[src/rtl/delta_monitor.sv]
// Checks that a sampled counter stream advances by STEP per valid sample, locking
// after LOCK_N consecutive matches and counting slips that occur while locked.
module delta_monitor #(
    parameter logic [7:0]  STEP   = 8'h01,
    parameter int unsigned LOCK_N = 4
) (
    input  logic       clk,
    input  logic       rst,
    input  logic [7:0] __in0,
    input  logic       __in1,
    input  logic       __in2,
    output logic [7:0] __out0,
    output logic       __out1,
    output logic       __out2,
    output logic [7:0] __out3
);

    typedef enum logic [1:0] {
        EMPTY  = 2'd0,
        PRIMED = 2'd1,
        LOCKED = 2'd2
    } state_e;

    localparam logic [3:0] LOCK_RUN = 4'(LOCK_N);

    state_e     state_q, state_d;
    logic [7:0] prev_q, prev_d;
    logic [3:0] run_q, run_d;
    logic [7:0] delta_q, delta_d;
    logic       locked_q, locked_d;
    logic       err_q, err_d;
    logic [7:0] cnt_q, cnt_d;

    logic [7:0] delta;
    logic       match;
    logic [3:0] run_inc;

    // Modulo-256 subtraction makes FF -> 00 a delta of 1 with no special case.
    assign delta   = __in0 - prev_q;
    assign match   = (delta == STEP);
    assign run_inc = run_q + 4'd1;

    always_ff @(posedge clk) begin
        // NOTE: every register here uses <= so all of them sample pre-edge values together.
        if (rst) begin
            state_q  <= EMPTY;
            prev_q   <= 8'h00;
            run_q    <= 4'd0;
            delta_q  <= 8'h00;
            locked_q <= 1'b0;
            err_q    <= 1'b0;
            cnt_q    <= 8'h00;
        end else begin
            state_q  <= state_d;
            prev_q   <= prev_d;
            run_q    <= run_d;
            delta_q  <= delta_d;
            locked_q <= locked_d;
            err_q    <= err_d;
            cnt_q    <= cnt_d;
        end
    end

    always_comb begin
        // NOTE: defaults first so every path assigns every target and no latch is inferred.
        state_d = state_q;
        prev_d  = prev_q;
        run_d   = run_q;
        if (__in1) begin
            prev_d = __in0;
            case (state_q)
                EMPTY: begin
                    run_d   = 4'd0;
                    state_d = PRIMED;
                end
                PRIMED: begin
                    if (match) begin
                        run_d = run_inc;
                        if (run_inc == LOCK_RUN) state_d = LOCKED;
                    end else begin
                        run_d = 4'd0;
                    end
                end
                LOCKED: begin
                    if (!match) begin
                        run_d   = 4'd0;
                        state_d = PRIMED;
                    end
                end
                default: begin
                    run_d   = 4'd0;
                    state_d = EMPTY;
                end
            endcase
        end
    end

    always_comb begin
        delta_d  = delta_q;
        err_d    = 1'b0;
        cnt_d    = cnt_q;
        locked_d = (state_d == LOCKED);
        if (__in1) begin
            delta_d = (state_q == EMPTY) ? 8'h00 : delta;
            err_d   = (state_q == LOCKED) && !match;
        end
        // A clear coinciding with an error leaves that one error counted.
        if (__in2)
            cnt_d = {7'd0, err_d};
        else if (err_d && (cnt_q != 8'hFF))
            cnt_d = cnt_q + 8'd1;
    end

    assign __out0 = delta_q;
    assign __out1 = locked_q;
    assign __out2 = err_q;
    assign __out3 = cnt_q;

endmodule

[config.mk]
export PLATFORM = sky130hd
export DESIGN_NAME = delta_monitor
export DESIGN_NICKNAME = d
export VERILOG_FILES = /design/src/rtl/delta_monitor.sv
export SDC_FILE = /design/constraint.sdc
export NUM_CORES = 1
export LEC_CHECK = 0
export CELL_PAD_IN_SITES_DETAIL_PLACEMENT = 0
export CELL_PAD_IN_SITES_GLOBAL_PLACEMENT = 2
export CORE_MARGIN = 2
export CORE_UTILIZATION = 29
export DETAILED_ROUTE_END_ITERATION = 8
export GPL_ROUTABILITY_DRIVEN = 0
export PLACE_DENSITY_LB_ADDON = 0.12
export SLEW_MARGIN = 40
export SYNTH_ARGS = -nofsm -noshare
export SYNTH_HDL_FRONTEND = slang
export SYNTH_SLANG_ARGS = --single-unit
[constraint.sdc]
create_clock -name clk -period 3.22 [get_ports clk]
set_clock_uncertainty 0.2 [all_clocks]
set_input_delay 0.644 -clock clk [delete_from_list [all_inputs] [get_ports clk]]
set_output_delay 0.644 -clock clk [all_outputs]
set_load 0.01 [all_outputs]
# ---- Word-level counts from Yosys, hierarchy flattened
# Index checks and enable logic that the tools add are counted.
dict set report op_classes {
  shifts 0
  n_mux 12
  n_lt_le_gt_ge 0
  n_eq_ne 7
  reduce_logical 7
  bitwise_logic 0
  n_mul 0
  div 0
  n_addsub 3
}
# cell n
set op_table {}
lappend op_table {{$add A8 B1 Y8 const B} 1}
lappend op_table {{$eq A8 B1 Y1 const B} 1}
lappend op_table {{$mux W2} 4}
lappend op_table {{$mux W4} 2}
lappend op_table {{$mux W8} 1}
lappend op_table {{$ne A8 B8 Y1 const B} 1}
lappend op_table {{$pmux W4 S2} 1}
lappend op_table {{$sub A8 B8 Y8} 1}
lappend op_table {{$pmux W2 S3} 1}
lappend op_table {{$add A4 B1 Y4 const B} 1}
lappend op_table {{$eq A2 B2 Y1 const B} 2}
lappend op_table {{$eq A4 B3 Y1 const B} 1}
lappend op_table {{$mux W1} 3}
lappend op_table {{$eq A2 B1 Y1 const B} 1}
lappend op_table {{$logic_and A1 B1 Y1} 2}
lappend op_table {{$logic_not A2 Y1} 1}
lappend op_table {{$ne A2 B2 Y1 const B} 1}
lappend op_table {{$reduce_and A2 Y1} 1}
lappend op_table {{$reduce_bool A2 Y1} 1}
lappend op_table {{$reduce_or A2 Y1} 1}
lappend op_table {{$logic_not A1 Y1} 1}
dict set report totals {
  n_memories 0
  ram_bits 0
  latch_bits 0
  elab_cells 37
  romBits 0
  register_bits 32
  input_bits 12
  output_inout_bits 18
}

# ---- Longest topological paths before layout
# Gate-level depths: netlist of the first run.
dict set report logic_depth {
  word_depth 8
  depth_mapped 10
  depth_no_buf 9
}

# ---- Least setup slack after synthesis of the first run
# No wires, ideal clock.
dict set report synth_timing {
  path_type {input to register}
  from {in __in0[0]}
  to {reg locked_q, in the netlist __out1}
  arrival_time_ns 2.809
  n_path_buf 1
  slack_ns 0.132
  path_stages 10
  path_cell_list {inv_1 > ha_1 > fa_1 > xnor2_1 > nor4b_1 > mux2i_1 > a2111oi_4 > buf_6 > nand4_4 > a211oi_2}
}
dict set report synth_between {
  elab_chain_len 6
  elab_cells_between_ends 7
  cone_classes {add/sub: 1; eq/ne: 2; mux: 4}
}
# item line
set synth_rtl {}
lappend synth_rtl {{from (decl)} 9} ;# input logic [7:0] __in0,
lappend synth_rtl {{$sub A8 B8 Y8 *} 39} ;# assign delta = __in0 - prev_q;
lappend synth_rtl {{$eq A8 B1 Y1 *} 40} ;# assign match = (delta == STEP);
lappend synth_rtl {{$mux W2 (on tied branches)} {85, 77}}
lappend synth_rtl {{$pmux W2 S3 *} 71} ;# case (state_q)
lappend synth_rtl {{$mux W2 *} 69} ;# if (__in1) begin
lappend synth_rtl {{$eq A2 B2 Y1 *} 102} ;# locked_d = (state_d == LOCKED);
lappend synth_rtl {{to (signal assigned)} 58} ;# locked_q <= locked_d;
lappend synth_rtl {{to (decl)} 30} ;# logic locked_q, locked_d;
# Every way passes the cells marked *; elsewhere a longest branch is shown, timed or not.
# A chain may end at the register's enable or synchronous reset.

# ---- Worst setup path in the final report of the first run
dict set report layout_timing {
  from {in __in0[6]}
  to {reg state_q[0]}
}
dict set report layout_between {
  elab_chain_len 5
  elab_cells_between_ends 6
  cone_classes {add/sub: 1; eq/ne: 1; mux: 4}
}
# item line
set layout_rtl {}
lappend layout_rtl {{$sub A8 B8 Y8 *} 39}
lappend layout_rtl {{$eq A8 B1 Y1 *} 40}
lappend layout_rtl {{$mux W2 (on tied branches)} {85, 77}}
lappend layout_rtl {{$pmux W2 S3 *} 71}
lappend layout_rtl {{$mux W2 *} 69}
lappend layout_rtl {{to (signal assigned)} 54} ;# state_q <= state_d;
lappend layout_rtl {{to (decl)} 26} ;# state_e state_q, state_d;
# Marked as above.

==> results.md, run 1 <==
- Post-synthesis cell area: between 1500 and 2000 µm²
- Worst setup EP type: flop
- Final period util: 0.9601
- Cell taking the most area after synthesis: dfxtp_1
- Setup CP Type: input pin to flop
- Type of the worst min-delay path: flop to flop
- Fin util: 0.4277
- Post-DRT Antenna Nets: 0
- Initial antenna violation count: 0
- Total CTS buffers: 5
- CTS tree: yes
- Largest net degree at the start of global routing: 22
- Outcome: complete, no violations
- CTS Sinks: 32
- Syn. warnings: 0
- Tmin final: between 3000 and 4000 ps
- Worst r2r dst: __out3[6]
- Share of the synthesized area in the top cell type: 0.3267
- I/O pin count: 30
- Reg2reg start: prev_q[2]
- Max Clk Rate: around 320 MHz
- Routed vias/inst: slightly below 5
- CP Launch Type: input pin
- Metal3 WL: 198 µm
- Hold Fails Final Rpt: 0
- Area of the multi-input gates: between 1000 and 1500 µm²
- Pwr Density: around 380 nW/µm²
- Register area share after synthesis: 0.3267
- Top routing layer in use: met4
- Number of flops mapped to enable cells by yosys: 0
- Die Y: ~86 µm
- Place WS: -450.6 ps
- H-tree Lvls: 2
- Synth area leaders: dfxtp_1 33%, mux2i_1 7.7%, ha_1 6.4%
- Dpl cells: between 300 and 400
- Via Count: roughly 1800
- Share of cells above drive strength 1: 0.2014
- Mapped Nets: between 200 and 300
- FF+latch count, synth: 32
- Worst skew pair latency: 290 ps
- Root Driver: clkbuf_8
- Distinct cell type count after synthesis: 55
- Slew headroom: 0.6156
- Data required, critical path: between 3000 and 4000 ps
- Syn Area/Cell: 8.415 µm²
- Number of global-route vias before repair: around 1900
- Slew @ Worst Pin: 574.5 ps
- Nets: 316
- Area delta synth->final: 40.91%
- Hold endpoint: __out0[6]
- LEAKAGE: between 1 and 1.5 nW
- Final non-filler cell total: 370
- Gr ovfl total: 0
- DR WL met2: roughly 2300 µm
- RSZ-0062 raised after global routing: false
- Total track usage: 0.1504
- # DRC: 0
- Core area: approximately 6500 µm²
- Placement row count: 29
- # Max-Cap Violations: 0
- Critical-path maximum fanout: 5
- Routed met1 length: between 2000 and 3000 µm
- Drt wl/cell: between 10 and 15 µm
- Worst reg2reg path depth: 11
- Drt first pass iters: 4
- Routed WL: between 5000 and 6000 µm
- Worst hold stages: 2
- Filler Cells Inserted: between 600 and 700
- Tot Pwr: between 1 and 1.5 mW
- Drt first-iter violations: 67
- HP Start: __out0[6]
- Worst setup margin: around 130 ps
- Die area: ~7400 µm²
- Critical path arrival: about 3100 ps
- Die width: about 86 µm
- Synth Instances: about 230
- Final HPWL DP: about 3800 µm
- Reg2reg setup slack: between 400 and 500 ps
- Top FF cell, synth: dfxtp_1
- # hold bufs at CTS: 0
- Clock Tree Buf Depth: 2
- Final setup fails: 0
- Storage cell area: between 600 and 700 µm²
- First-pass GRT wire length: 8832 µm
- Ant. Diodes: 0
- Starting Density: 0.3036
- I/O Buffers: 29
- Async SR Flop Fraction: 0
- Fin. max-slew vios: 0
- Reg clk slew, reported paths: about 70 ps
- Peak supply drop: 0.1688 mV
[cell usage after synthesis (3+ instances only)]
cell type  instances
nor2_1            33
xnor2_1            3
inv_1             12
dfxtp_1           32
a31oi_1            4
a32oi_1            5
clkbuf_1           6
o21ai_0            4
or3_1              6
nor4b_1            3
ha_1              10
nand3_1            9
nand4_1            3
a21oi_1           15
nor2b_1            3
nand2_1           19
a22o_1             3
nor3b_1            3
mux2i_1           15
[layout by cell type (no fill, tap or decap), types with 2 or more instances in the layout]
cell              n
mux2i_1          15
buf_6             2
a22oi_1           2
clkbuf_8          7
clkdlybuf4s50_1  26
dfxtp_1          32
a22o_1            3
nor2_1           33
a211oi_2          2
a21oi_1          15
or3_1             6
nand3_1           9
xnor2_1           2
dlymetal6s2s_1    2
o211a_1           2
a2111oi_4         2
a31oi_1           4
o21ai_1           3
o21ai_0           3
or3b_2            2
xor2_1            2
nor3b_1           3
nand2_1          19
a32oi_1           5
nand4_1           3
ha_1              8
nor2b_1           2
nor3_1            2
buf_4            31
inv_1            12
[how the worst max path moves through the flow]
stage | to | slack, ps | from
6_report | state_q[0] | 130 | __in0[6]
5_1_grt | run_q[2] | 8 | __in0[4]
3_5_place_dp | __out3[6] | -450 | __in0[0]
4_1_cts | __out1 | 5 | __in0[0]
3_3_place_gp | __out3[6] | -420 | __in0[0]
2_1_floorplan | __out1 | 130 | __in0[0]
[kinds of logic after synthesis]
family / Yosys count / share of synthesized area
AO/OA/AOI/OAI: 53 / 0.2036
XOR/XNOR: 5 / 0.02234
adder cells (fa/ha/maj): 11 / 0.07403
buffers and inverters: 23 / 0.04849
flip-flops: 32 / 0.3267
multiplexers: 15 / 0.07658
AND/OR/NAND/NOR: 94 / 0.2483
[what timing repair did]
| item | CTS | global route |
|---|---|---|
| pin swaps | 3 | 7 |
| endpoints found under the setup margin | 16 | 16 |
| setup buffers | 2 | 1 |
| gates resized for setup | 6 | 12 |
[sequential cells by signal (all words and copies together) (netlist names)]
signal and flops:
__out3 8, run_q 4, __out0 8, prev_q 8, __out1 1, __out2 1
state_q 2
[layer usage]
| metal | track usage | up-vias |
|---|---|---|
| met4 | 0.05682 | 0 |
| li1 | - | 966 |
| met1 | 0.2009 | 821 |
| met5 | 0 | - |
| met2 | 0.2389 | 38 |
| met3 | 0.03143 | 7 |
[area by class of cell]
type | count | share of cell area
Timing Repair Buffer | 63 | 0.2061
Tap cell | 77 | 0.03487
Inverter | 13 | 0.01766
Clock buffer | 7 | 0.03487
Multi-Input combinational cell | 178 | 0.4746
Sequential cell | 32 | 0.2319
[through the flow]
step | setup TNS, ps | hold slack [ps] | area, µm²
after floorplan | 0 | 260.4 | 1961
after global placement | -6106 | 257.7 | 2551
after detailed placement | -6428 | 257.3 | 2551
after CTS | 0 | 268.1 | 2681
final | 0 | 263.4 | 2763
after global routing | 0 | 292.8 | 2763
[worst max-delay path: stages]
cell and delay (ps):
clkdlybuf4s50_1 430, ha_1 360, nand2_1 170, o21ai_1 110, or3_4 420, a2111oi_4 430
buf_4 180, a31oi_1 70, o31a_1 270
[power by group]
part | switching, mW | total, mW | internal, mW
clock network | 0.156 | 0.346 | 0.191
registers | 0.00715 | 0.414 | 0.407
logic | 0.135 | 0.277 | 0.143
No activity file was read; power rests on OpenSTA's default activity.
==> run 2, diff against run 1 <==
==> constraint.sdc (replaced) <==
create_clock -name clk -period 3.22 [get_ports clk]
set_clock_uncertainty 0.2 [all_clocks]
set_input_delay 0.322 -clock clk [delete_from_list [all_inputs] [get_ports clk]]
set_output_delay 0.322 -clock clk [all_outputs]
set_load 0.01 [all_outputs]
==> run 2 against run 1 <==
Non-clock buffer count decreased by 15. Worst setup slack improved by 61 ps. Die area did not move. Clock-buffer cell count shrank 1. Maximum frequency up 2.0%. Sequential share of layout area is 1.9 points higher. Combinational power down 19%. Global-route usage down 1.0 points. Final area down 7.7%. Sequential power about the same. Utilization down 3.3 points. Routed wire length shrank 2.8%. Critical endpoint unchanged.
==> results.md, run 2 (same netlist as run 1, synthesis figures left out) <==
- RSZ-0062 raised after global routing: false
- Tot Pwr: roughly 0.97 mW
- Routed vias/inst: between 4 and 5
- Initial antenna violation count: 0
- Die width: 86.23 µm
- # hold bufs at CTS: 0
- Hold Fails Final Rpt: 0
- Internal power: between 0.6 and 0.7 mW
- Post-DP Area: about 2400 µm²
- Data required, critical path: between 3000 and 4000 ps
- Dpl cells: 345
- Final period util: 0.9411
- Switching pwr: slightly below 0.3 mW
- CP max-delay cell: clkdlybuf4s50_1
- I/O pin count: 30
- Max Clk Rate: 330.0 MHz
- Drt first pass iters: 4
- Starting Density: 0.3036
- Root Driver: clkbuf_8
- LEAKAGE: about 0.99 nW
- Peak supply drop: 0.1476 mV
- Number of global-route vias before repair: ~1700
- Placement row count: 29
- I/O Buffers: 29
- Worst skew pair latency: just under 300 ps
- Pwr Density: roughly 380 nW/µm²
- Critical path, cell by cell: clkdlybuf4s50_1 > inv_1 > ha_1 > fa_2 > nor2b_2 > o21ai_1 > a211o_1 > a2111oi_4 > buf_4 > a31oi_1 > o31a_1
- Finished Cell Area: 2550 µm²
- Switching part of the total: 0.2969
- Combinational power share: 0.231
- Tmin final: about 3000 ps
- Largest net degree at the start of global routing: 21
- Routed WL: 4995 µm
- Share of cells above drive strength 1: 0.1398
- # Max-Cap Violations: 0
- Clock power share: 0.342
- Drt wl/cell: ~14 µm
- Post-DRT Antenna Nets: 0
- Total CTS buffers: 5
- Final non-filler cell total: 356
- Area delta synth->final: 30.06%
- Nets: around 300
- Reg2reg setup slack: between 300 and 400 ps
- Clock Tree Buf Depth: 2
- CTS tree: yes
- Final HPWL DP: about 3600 µm
- Filler Cells Inserted: ~700
- Slew @ Worst Pin: between 500 and 600 ps
- Flop pwr share: 0.427
- CTS Sinks: 32
- Final setup fails: 0
- First-pass GRT wire length: a little over 8000 µm
- Setup TNS: 0 ps
- Reg clk slew, reported paths: 70 ps
- Drt first-iter violations: 45
- # DRC: 0
- Core area: 6459 µm²
- Worst setup EP type: flop
- Via Count: around 1800
- Die area: between 7000 and 8000 µm²
- Critical-path maximum fanout: 4
- Fin. max-slew vios: 0
- Total track usage: 0.1401
- Commonest non-fill, non-tap cell in the layout: nor2_1
- Largest stage delay on the critical path: ~480 ps
- Area of the multi-input gates: ~1200 µm²
- Ant. Diodes: 0
- H-tree Lvls: 2
- Die Y: between 80 and 90 µm
- Critical path arrival: 3010 ps
- Fin util: 0.3948
- Most frequent cells in the layout: 33 x nor2_1, 32 x dfxtp_1, 29 x clkdlybuf4s50_1
- Type of the worst min-delay path: flop to flop
- Gr ovfl total: 0
- Storage cell area: ~640 µm²
- CP Launch Type: input pin
- Outcome: complete, no violations
- Setup CP Type: input pin to flop
- Slew headroom: 0.6091
==> run 2: cell types whose count changed in the layout (fill, tap and decap cells not counted), moves of 2 or more <==
cell and delta:
ha_1 +2, nor4b_1 +2, dlymetal6s2s_1 -2, buf_4 -13
clkinv_2 +2, clkdlybuf4s50_1 +3
==> run 2: path summary, 6_finish.rpt <==
| kind | from | end | cells past startpoint |
|---|---|---|---|
| worst max-delay path | __in0[0] | state_q[0] | 11 |
| worst min-delay path | __out0[6] | __out0[6] | 2 |
| worst max register to register | prev_q[2] | state_q[0] | 10 |
| worst min register to register | __out0[6] | __out0[6] | 2 |
==> run 2: power groups by stage <==
stage	clock [mW]	combinational [mW]	sequential, mW
after floorplan	0	0.131	0.424
after global placement	0	0.219	0.423
after detailed placement	0	0.217	0.424
after CTS	0.342	0.217	0.414
after global routing	0.359	0.248	0.416
final	0.332	0.224	0.414
==> run 2: worst max-delay path: cells and delay by family <==
kind,cells,cell delay (ps)
compound gates,5,1240
fa+ha+maj,2,580
buf+inv,3,710
simple gates,1,160
==> run 2: layer usage <==
layer,up-vias,wire (µm),track usage,part of all wire
met5,-,0,0,0
met4,0,59,0.04261,0.012
met3,7,179,0.03333,0.036
met2,28,2104,0.2016,0.42
met1,794,2652,0.2066,0.53
li1,938,-,-,-
==> run 2: repair_timing <==
action,4_1_cts,5_1_grt
setup endpoints to repair,0,1
buffers inserted,0,3
resized for setup,0,4
==> run 2: metrics by stage <==
step / hold WS [ps] / setup slack, ps
after global placement: 257.3 / -51.43
after CTS: 273.7 / 176.7
after detailed placement: 261.7 / -122.1
after floorplan: 260.4 / 454.2
final: 271.0 / 189.7
after global routing: 308.1 / 51.31
==> run 2: final cells by class <==
| cell class | count | area share |
|---|---|---|
| multi-input combinational | 178 | 0.4843 |
| sequential | 32 | 0.2512 |
| timing repair buffer | 48 | 0.1712 |
| tap | 77 | 0.03778 |
| clock buffer | 6 | 0.03238 |
| inverter | 13 | 0.01914 |
| clock inverter | 2 | 0.003925 |
==> run 3, diff against run 2 <==
- CTS_CLUSTER_SIZE: unset -> 16
==> results of run 3 <==
Final layout, timing and power as in run 2 (identical DEF).
